**src/rtl/mem_stage_pkg.sv**
```systemverilog
// Shared types and constants for the MIPS memory-access stage.
package mem_stage_pkg;

   localparam int EX_TO_MEM_WD = 80;
   localparam int MEM_TO_WB_WD = 70;
   localparam int MEM_TO_ID_WD = 38;
   localparam int StallBus     = 6;
   localparam int STALL_WD     = StallBus;

   localparam int StallExMem = 3;
   localparam int StallMemWb = 4;

   localparam logic Stop   = 1'b1;
   localparam logic NoStop = 1'b0;

   typedef enum logic [3:0] {
      RD_NONE = 4'b0000,
      RD_LW   = 4'b1111,
      RD_LB   = 4'b0001,
      RD_LBU  = 4'b0010,
      RD_LH   = 4'b0011,
      RD_LHU  = 4'b0100,
      RD_SB   = 4'b0101,
      RD_SH   = 4'b0111
   } readen_e;

   typedef enum logic {
      LIVE = 1'b0,
      HELD = 1'b1
   } hold_state_e;

   typedef struct packed {
      logic [3:0]  readen;
      logic [31:0] pc;
      logic        ram_en;
      logic [3:0]  ram_wen;
      logic        sel_rf_res;
      logic        rf_we;
      logic [4:0]  rf_waddr;
      logic [31:0] ex_result;
   } ex_mem_t;

   function automatic logic is_load_code(input logic [3:0] readen);
      logic res;
      res = 1'b0;
      case (readen)
         RD_LW, RD_LB, RD_LBU, RD_LH, RD_LHU: res = 1'b1;
         default:                             res = 1'b0;
      endcase
      return res;
   endfunction

endpackage

```
**src/rtl/mem_stage_if.sv**
```systemverilog
// Pipeline-side bus bundle of the memory-access stage.
interface mem_stage_if;
   import mem_stage_pkg::*;

   logic [StallBus-1:0]     stall;
   logic [EX_TO_MEM_WD-1:0] ex_to_mem_bus;
   logic [31:0]             data_sram_rdata;
   logic [MEM_TO_WB_WD-1:0] mem_to_wb_bus;
   logic [MEM_TO_ID_WD-1:0] mem_to_id_bus;
   logic                    mem_is_load;
   logic                    mem_adel;

   modport master (
      output stall, ex_to_mem_bus, data_sram_rdata,
      input  mem_to_wb_bus, mem_to_id_bus, mem_is_load, mem_adel
   );

   modport slave (
      input  stall, ex_to_mem_bus, data_sram_rdata,
      output mem_to_wb_bus, mem_to_id_bus, mem_is_load, mem_adel
   );

endinterface

```
**src/rtl/mem_stage_load_align.sv**
```systemverilog
// Selects and extends the addressed byte/halfword of a loaded SRAM word.
module mem_stage_load_align
   import mem_stage_pkg::*;
(
   input  logic [3:0]  readen_i,
   input  logic [1:0]  addr_i,
   input  logic [31:0] raw_i,
   output logic [31:0] data_o
);

   logic [7:0]  byte_lane;
   logic [15:0] half_lane;

   assign byte_lane = raw_i[8*addr_i +: 8];
   assign half_lane = raw_i[16*addr_i[1] +: 16];

   // Odd halfword addresses have no defined lane and read back as zero.
   always_comb begin
      data_o = raw_i;
      case (readen_i)
         RD_LB:   data_o = {{24{byte_lane[7]}}, byte_lane};
         RD_LBU:  data_o = {24'h0, byte_lane};
         RD_LH:   data_o = addr_i[0] ? 32'h0 : {{16{half_lane[15]}}, half_lane};
         RD_LHU:  data_o = addr_i[0] ? 32'h0 : {16'h0, half_lane};
         default: data_o = raw_i;
      endcase
   end

endmodule

```
**src/rtl/mem_stage.sv**
```systemverilog
// MIPS memory-access stage: EX/MEM register, stall-safe load data hold, load alignment.
// Define MEM_UNALIGNED_EXC_EN to flag misaligned lw/lh/lhu on mem_adel and suppress their write-back.
module mem_stage
   import mem_stage_pkg::*;
(
   input  logic        clk,
   input  logic        rst,
   mem_stage_if.slave  bus
);

   ex_mem_t     ex_mem_q;
   ex_mem_t     ex_mem_d;
   hold_state_e state_q;
   logic [31:0] hold_q;

   logic        stall_ex_mem;
   logic        stall_mem_wb;
   logic        is_load;
   logic [31:0] raw_data;
   logic [31:0] aligned_data;
   logic [31:0] rf_wdata;
   logic        rf_we_out;
   logic        adel;

   assign stall_ex_mem = bus.stall[StallExMem];
   assign stall_mem_wb = bus.stall[StallMemWb];

   always_comb begin
      ex_mem_d = ex_mem_q;
      if (stall_ex_mem == NoStop) begin
         ex_mem_d = ex_mem_t'(bus.ex_to_mem_bus);
      end else if (stall_mem_wb == NoStop) begin
         ex_mem_d = '0;
      end
   end

   // SRAM data is only valid on a load's first MEM cycle; keep it while stalled.
   always_ff @(posedge clk) begin
      if (rst) begin
         ex_mem_q <= '0;
         state_q  <= LIVE;
         hold_q   <= '0;
      end else begin
         ex_mem_q <= ex_mem_d;
         case (state_q)
            LIVE: begin
               if (is_load && stall_ex_mem == Stop) begin
                  hold_q  <= bus.data_sram_rdata;
                  state_q <= HELD;
               end
            end
            HELD: begin
               if (stall_ex_mem == NoStop) begin
                  state_q <= LIVE;
               end
            end
            default: state_q <= LIVE;
         endcase
      end
   end

   assign is_load  = ex_mem_q.ram_en && is_load_code(ex_mem_q.readen);
   assign raw_data = (state_q == HELD) ? hold_q : bus.data_sram_rdata;

   mem_stage_load_align u_align (
      .readen_i (ex_mem_q.readen),
      .addr_i   (ex_mem_q.ex_result[1:0]),
      .raw_i    (raw_data),
      .data_o   (aligned_data)
   );

   assign rf_wdata = ex_mem_q.sel_rf_res ? aligned_data : ex_mem_q.ex_result;

`ifdef MEM_UNALIGNED_EXC_EN
   assign adel = is_load &&
                 (((ex_mem_q.readen == RD_LW) && (ex_mem_q.ex_result[1:0] != 2'b00)) ||
                  (((ex_mem_q.readen == RD_LH) || (ex_mem_q.readen == RD_LHU)) &&
                   ex_mem_q.ex_result[0]));
`else
   assign adel = 1'b0;
`endif

   assign rf_we_out = ex_mem_q.rf_we & ~adel;

   assign bus.mem_to_wb_bus = {ex_mem_q.pc, rf_we_out, ex_mem_q.rf_waddr, rf_wdata};
   assign bus.mem_to_id_bus = {rf_we_out, ex_mem_q.rf_waddr, rf_wdata};
   assign bus.mem_is_load   = is_load;
   assign bus.mem_adel      = adel;

   logic unused_bits;
   assign unused_bits = ^{ex_mem_q.ram_wen, bus.stall[5], bus.stall[2:0]};

endmodule

```
**src/flat_wrapper.sv**
```systemverilog
// flat-port wrapper written by rule: the top's interface ports become plain ports
module mem_stage_flat import mem_stage_pkg::*;
  (clk, rst, bus_stall, bus_ex_to_mem_bus, bus_data_sram_rdata, bus_mem_to_wb_bus, bus_mem_to_id_bus, bus_mem_is_load, bus_mem_adel);
  mem_stage_if bus_i ();
  input  logic clk;
  input  logic rst;
  input wire logic [$bits(bus_i.stall)-1:0] bus_stall;
  input wire logic [$bits(bus_i.ex_to_mem_bus)-1:0] bus_ex_to_mem_bus;
  input wire logic [$bits(bus_i.data_sram_rdata)-1:0] bus_data_sram_rdata;
  output wire logic [$bits(bus_i.mem_to_wb_bus)-1:0] bus_mem_to_wb_bus;
  output wire logic [$bits(bus_i.mem_to_id_bus)-1:0] bus_mem_to_id_bus;
  output wire logic [$bits(bus_i.mem_is_load)-1:0] bus_mem_is_load;
  output wire logic [$bits(bus_i.mem_adel)-1:0] bus_mem_adel;
  assign bus_i.stall = bus_stall;
  assign bus_i.ex_to_mem_bus = bus_ex_to_mem_bus;
  assign bus_i.data_sram_rdata = bus_data_sram_rdata;
  assign bus_mem_to_wb_bus = bus_i.mem_to_wb_bus;
  assign bus_mem_to_id_bus = bus_i.mem_to_id_bus;
  assign bus_mem_is_load = bus_i.mem_is_load;
  assign bus_mem_adel = bus_i.mem_adel;
  mem_stage u_core (.clk(clk), .rst(rst), .bus(bus_i));
endmodule
```
**config.mk**
```make
export PLATFORM = sky130hd
export DESIGN_NAME = mem_stage_flat
export DESIGN_NICKNAME = d
export VERILOG_FILES = /design/src/rtl/mem_stage_pkg.sv /design/src/rtl/mem_stage_if.sv /design/src/rtl/mem_stage_load_align.sv /design/src/rtl/mem_stage.sv /design/src/flat_wrapper.sv
export SDC_FILE = /design/constraint.sdc
export NUM_CORES = 1
export LEC_CHECK = 0
export BUFFER_PORTS_ARGS = -buffer_cell sky130_fd_sc_hd__buf_4
export CAP_MARGIN = 20
export CORE_ASPECT_RATIO = 0.5
export CORE_MARGIN = 2
export CORE_UTILIZATION = 35
export DETAILED_ROUTE_END_ITERATION = 8
export MAX_ROUTING_LAYER = met4
export PLACE_DENSITY = 0.71
export SLEW_MARGIN = 40
export SYNTH_ARGS = -nofsm -noshare
export SYNTH_HDL_FRONTEND = slang
export SYNTH_HIERARCHICAL = 1
export SYNTH_SLANG_ARGS = --single-unit
```
**constraint.sdc**
```tcl
create_clock -name clk -period 4.71 [get_ports clk]
set_input_delay 0.2355 -clock clk [delete_from_list [all_inputs] [get_ports clk]]
set_output_delay 0.2355 -clock clk [all_outputs]
set_load 0.03 [all_outputs]
```
==> results by stage <==
STA:
- The transition time at the pin with the least slew margin is approximately 0.79 ns.
- The final hold violation count is 0.
- The max-slew violation count came to 0.
- For the final database, setup skew stands at 0.006138 ns.
- The final hold slack is between 0.1 and 0.15 ns.
- In this run the tightest slew margin relative to its limit is 0.4720.
- The setup TNS after final layout is 0 ns.
- The final-report setup violation count is 0.
- Across all setup checks in the final design, the least slack found is 1.217 ns.
- Setup repair after global routing left no endpoint under its margin.
- For the finished layout, the period the worst path requires is 3.493 ns.
- The share of the clock period used by the worst path after layout is 0.7416.
- For this run, the top clock speed supported by timing is between 200 and 300 MHz.

Layout:
- The fill cell total of the finished layout is between 1500 and 2000.
- The footprint of the multi-input gates is around 0.0035 mm^2.
- The area used by sequential logic in the layout is 0.002183 mm^2.
- The net count of the finished layout is ~960.
- Once layout is complete, the utilization of the core stands at 0.4387.
- In the final layout, the share of cells above drive strength 1 is 0.3981.
- The area growth from synthesis to final layout is 21.31%.

Clock network:
- Post-CTS repair changed the size of 0 cells.
- After clock tree synthesis, the setup repair step added 0 buffers.
- The clock tree synthesis step divided the H-tree into 3 levels.
- The post-CTS clock slew at the launch and capture registers of the worst setup and hold paths is approximately 0.08 ns.
- For this design, the sink count on the clock tree is 109.
- The number of CTS-inserted buffers is 9.
- The clock tree root driver cell is sky130_fd_sc_hd__clkbuf_16.
- The TritonCTS clock tree is yes.
- In this run the deepest clock path goes through 2 buffers.
- The total of hold buffers inserted after clock tree synthesis is 0.
- The source-to-sink clock delay at the later pin of the worst-skew pair is 0.35 ns.

Yosys:
- The multiplexer fraction of the synthesized cell area is 0.1997.
- The adder and majority cell fraction of the synthesized area is 0.
- After synthesis, the largest family of logic cells by area is simple AND/OR/NAND/NOR gates.
- The most instantiated flip-flop cell in the synthesis netlist is sky130_fd_sc_hd__dfxtp_1.
- The instance count of the mapped netlist is between 700 and 800.
- The cell type with the largest total area after synthesis is sky130_fd_sc_hd__dfxtp_1.
- The share of the synthesized area in compound gates (AO/OA/AOI/OAI) is 0.1112.
- After synthesis the netlist holds a flip-flop and latch count of ~110.
- The average cell area after synthesis is 9.046 um^2.
- The number of nets in the synthesized netlist is roughly 860.
- In this run the cell area of the synthesized design comes to roughly 0.0067 mm^2.
- In this run, distinct cell masters in the synthesized netlist total ~40.
- Of the total synthesized cell area, the portion taken by XOR and XNOR cells is 0.001301.
- The part of the Yosys area used for sequential elements is 0.3242.
- For this run, the number of Yosys warnings is 6.
- The portion of synthesized cell area occupied by the leading cell type is 0.3242.
- The share of synthesized registers carrying an async set or reset is 0.
- Of the total synthesized cell area, the portion taken by AND, OR, NAND and NOR gates is 0.2090.
- In the post-synthesis netlist, the biggest area contributors are sky130_fd_sc_hd__dfxtp_1 32%, sky130_fd_sc_hd__nand2b_1 13%, sky130_fd_sc_hd__mux2_2 12%.
- In this run, synthesis inferred 0 flip-flops with an integrated enable.

Die:
- Measured along the x axis, the die boundary spans around 200 um.
- In this run the vertical extent of the chip is roughly 100 um.
- The I/O pin count is 230.
- The initial cell density of the core is 0.3616.
- The core area is 0.01861 mm^2.
- The floorplan step defined a die boundary enclosing approximately 0.020 mm^2.
- The cell row count is 35.

Detailed routing:
- Dividing the detail-routed wire length by the instance count gives approximately 16 um.
- The detailed-route wire length is ~17000 um.
- The final antenna-violating net count is 0.
- After the first detailed-routing iteration, the DRC count stood at 370.
- Using the TritonRoute via totals, the vias-per-cell ratio works out to between 4 and 5.
- The remaining routing DRC violations is 0.
- The first detailed-routing pass ran for 4 iterations.
- For this block, the via count after detailed routing is roughly 5300.

Pwr:
- The switching power is 702.6 uW.
- Of the total power, the clock network draws 0.339.
- Of the total power, combinational logic draws 0.243.
- The power density over the cells is 287.4 mW/mm^2.
- Of the total power, the share spent switching nets is 0.2995.
- The static leakage power is about 3.4 nW.
- The peak supply drop is about 0.00017 V.
- Of the total power, registers draw 0.419.
- The internal power is about 1.6 mW.

Setup path:
- At the worst endpoint, the required time is about 4.5 ns.
- The element type at the critical path start is a flip-flop.
- The worst register-to-register path has a depth of 4.
- The source of the worst register-to-register timing path is u_core/ex_mem_q[79].
- The timing startpoint of the critical path is u_core/state_q.
- STA classifies the critical path endpoint as an output pin.
- The endpoint of the most critical register-to-register path is u_core/hold_q[1].
- Across all register-to-register paths, the minimum setup slack is around 2.4 ns.
- The maximum fanout along the worst path is 17.
- The worst endpoint data arrival time is ~3.3 ns.
- The startpoint-to-endpoint class of the critical path is flip-flop to output pin.
- The timing endpoint of the critical path is bus_mem_to_wb_bus[31].

Run status:
- The flow ran to the end, and the final reports show no timing, DRC or antenna violations.

GRT:
- The number of global-route vias before repair came to between 4000 and 5000.
- For this run the aggregate overflow at the end of global routing stands at 0.
- The total global-route track usage is 0.1681.
- The number of antenna violations at the first check in global routing is 2.
- The global-route wire length before repair is 26230 um.
- The pin count of the biggest net entering global routing is approximately 110.

Place:
- The total of buffers placed on input and output ports is between 200 and 250.
- Routability-driven placement finished with a final weighted congestion of 0.8380.
- OpenSTA, run right after detailed placement, puts the worst setup slack at roughly 1.6 ns.
- The HPWL reported at the end of detailed placement is about 13000 um.

Min path:
- The worst hold path startpoint is bus_ex_to_mem_bus[38].
- The path type of the worst min-delay path is primary input to flip-flop.

Job:
- Max-cap violations in this run came to 0.
-- worst min path at each step --
stage | end | slack (ns) | depth (start not counted)
3_5_place_dp | u_core/ex_mem_q[23] | 0.46 | 2
6_report | u_core/ex_mem_q[38] | 0.13 | 3
3_3_place_gp | u_core/ex_mem_q[19] | 0.45 | 2
5_1_grt | u_core/bus.mem_to_wb_bus[66] | 0.13 | 3
4_1_cts | u_core/ex_mem_q[17] | 0.12 | 3
2_1_floorplan | u_core/bus.mem_to_wb_bus[38] | 0.38 | 2
-- cell families after synthesis --
| group | count (synthesis) |
|---|---|
| AND/OR/NAND/NOR | 235 |
| flip-flops | 109 |
| multiplexers | 113 |
| buffers and inverters | 173 |
| AO/OA/AOI/OAI | 112 |
| XOR/XNOR | 1 |
| other | 1 |
-- synth_stat cells, types with 5 or more instances --
cell / n
sky130_fd_sc_hd__nand2b_1: 140
sky130_fd_sc_hd__dfxtp_1: 109
sky130_fd_sc_hd__o211ai_2: 10
sky130_fd_sc_hd__mux2_2: 72
sky130_fd_sc_hd__inv_1: 31
sky130_fd_sc_hd__clkbuf_1: 44
sky130_fd_sc_hd__o32ai_1: 7
sky130_fd_sc_hd__mux2i_1: 32
sky130_fd_sc_hd__nor3b_1: 5
sky130_fd_sc_hd__a21oi_1: 76
sky130_fd_sc_hd__buf_1: 5
sky130_fd_sc_hd__a221o_1: 9
sky130_fd_sc_hd__o211ai_1: 6
sky130_fd_sc_hd__nand3_1: 76
sky130_fd_sc_hd__buf_4: 79
sky130_fd_sc_hd__buf_2: 6
-- power groups by stage --
| stage | Clock [mW] | Combinational (mW) | Sequential (mW) |
|---|---|---|---|
| floorplan | 0 | 0.416 | 0.991 |
| global placement | 0 | 0.562 | 1.00 |
| detailed placement | 0 | 0.569 | 1.00 |
| CTS | 0.819 | 0.571 | 0.982 |
| global route | 0.856 | 0.608 | 0.987 |
| finish | 0.795 | 0.569 | 0.982 |
-- state kept, by name, summed over array words and instances, names as in the netlist --
| register | count |
|---|---|
| u_core/bus.mem_to_id_bus | 5 |
| u_core/ex_mem_q | 38 |
| u_core/bus.mem_to_wb_bus | 32 |
| u_core/hold_q | 32 |
| u_core/state_q | 1 |
| u_core/rf_we_out | 1 |
-- critical path, stage by stage (launching register included) --
cell and delay [ns]:
sky130_fd_sc_hd__dfxtp_1 0.80, sky130_fd_sc_hd__mux2_2 0.45, sky130_fd_sc_hd__mux2_4 0.28, sky130_fd_sc_hd__or4b_1 0.61
sky130_fd_sc_hd__o211ai_1 0.25, sky130_fd_sc_hd__mux2_2 0.34, sky130_fd_sc_hd__buf_4 0.17
-- cells in the final DEF (no fill, tap or decap), types with 2 or more instances in the layout --
cell type                    synthesis  layout
sky130_fd_sc_hd__nor4b_1             2       2
sky130_fd_sc_hd__clkinv_4            0       2
sky130_fd_sc_hd__nand2b_1          140     140
sky130_fd_sc_hd__a221o_1             9       9
sky130_fd_sc_hd__mux4_1              4       4
sky130_fd_sc_hd__nand3_1            76      76
sky130_fd_sc_hd__clkbuf_16           0       9
sky130_fd_sc_hd__mux4_2              3       3
sky130_fd_sc_hd__a21oi_1            76      76
sky130_fd_sc_hd__o32ai_1             7       7
sky130_fd_sc_hd__dfxtp_1           109     108
sky130_fd_sc_hd__o211ai_2           10      10
sky130_fd_sc_hd__nor3b_1             5       5
sky130_fd_sc_hd__mux2_2             72      72
sky130_fd_sc_hd__clkinvlp_4          0       2
sky130_fd_sc_hd__inv_1              31      31
sky130_fd_sc_hd__mux2i_1            32      32
sky130_fd_sc_hd__o211ai_1            6       6
sky130_fd_sc_hd__diode_2             0       2
sky130_fd_sc_hd__buf_4              79     225
-- cell type report --
type / count / share of cell area
multi-input combinational: 462 / 0.4317
timing repair buffer: 226 / 0.2083
clock buffer: 10 / 0.02927
antenna: 2 / 0.0006130
clock inverter: 6 / 0.008736
inverter: 31 / 0.01425
tap: 259 / 0.03969
sequential: 109 / 0.2674
-- through the flow --
| stage | cells | power [mW] | instance area [um^2] |
|---|---|---|---|
| after detailed placement | 1087 | 1.573 | 7843 |
| after global placement | 1087 | 1.564 | 7836 |
| after floorplan | 744 | 1.407 | 6730 |
| after global routing | 1105 | 2.451 | 8164 |
| after CTS | 1103 | 2.372 | 8153 |
| final | 1105 | 2.346 | 8164 |
-- routing by layer --
layer	wire, um	track usage
met1	7668	0.2105
met2	8397	0.2716
met3	849	0.03986
met4	302	0.05109
met5	0	-
Note: power is estimated with default switching activity, not from simulation.
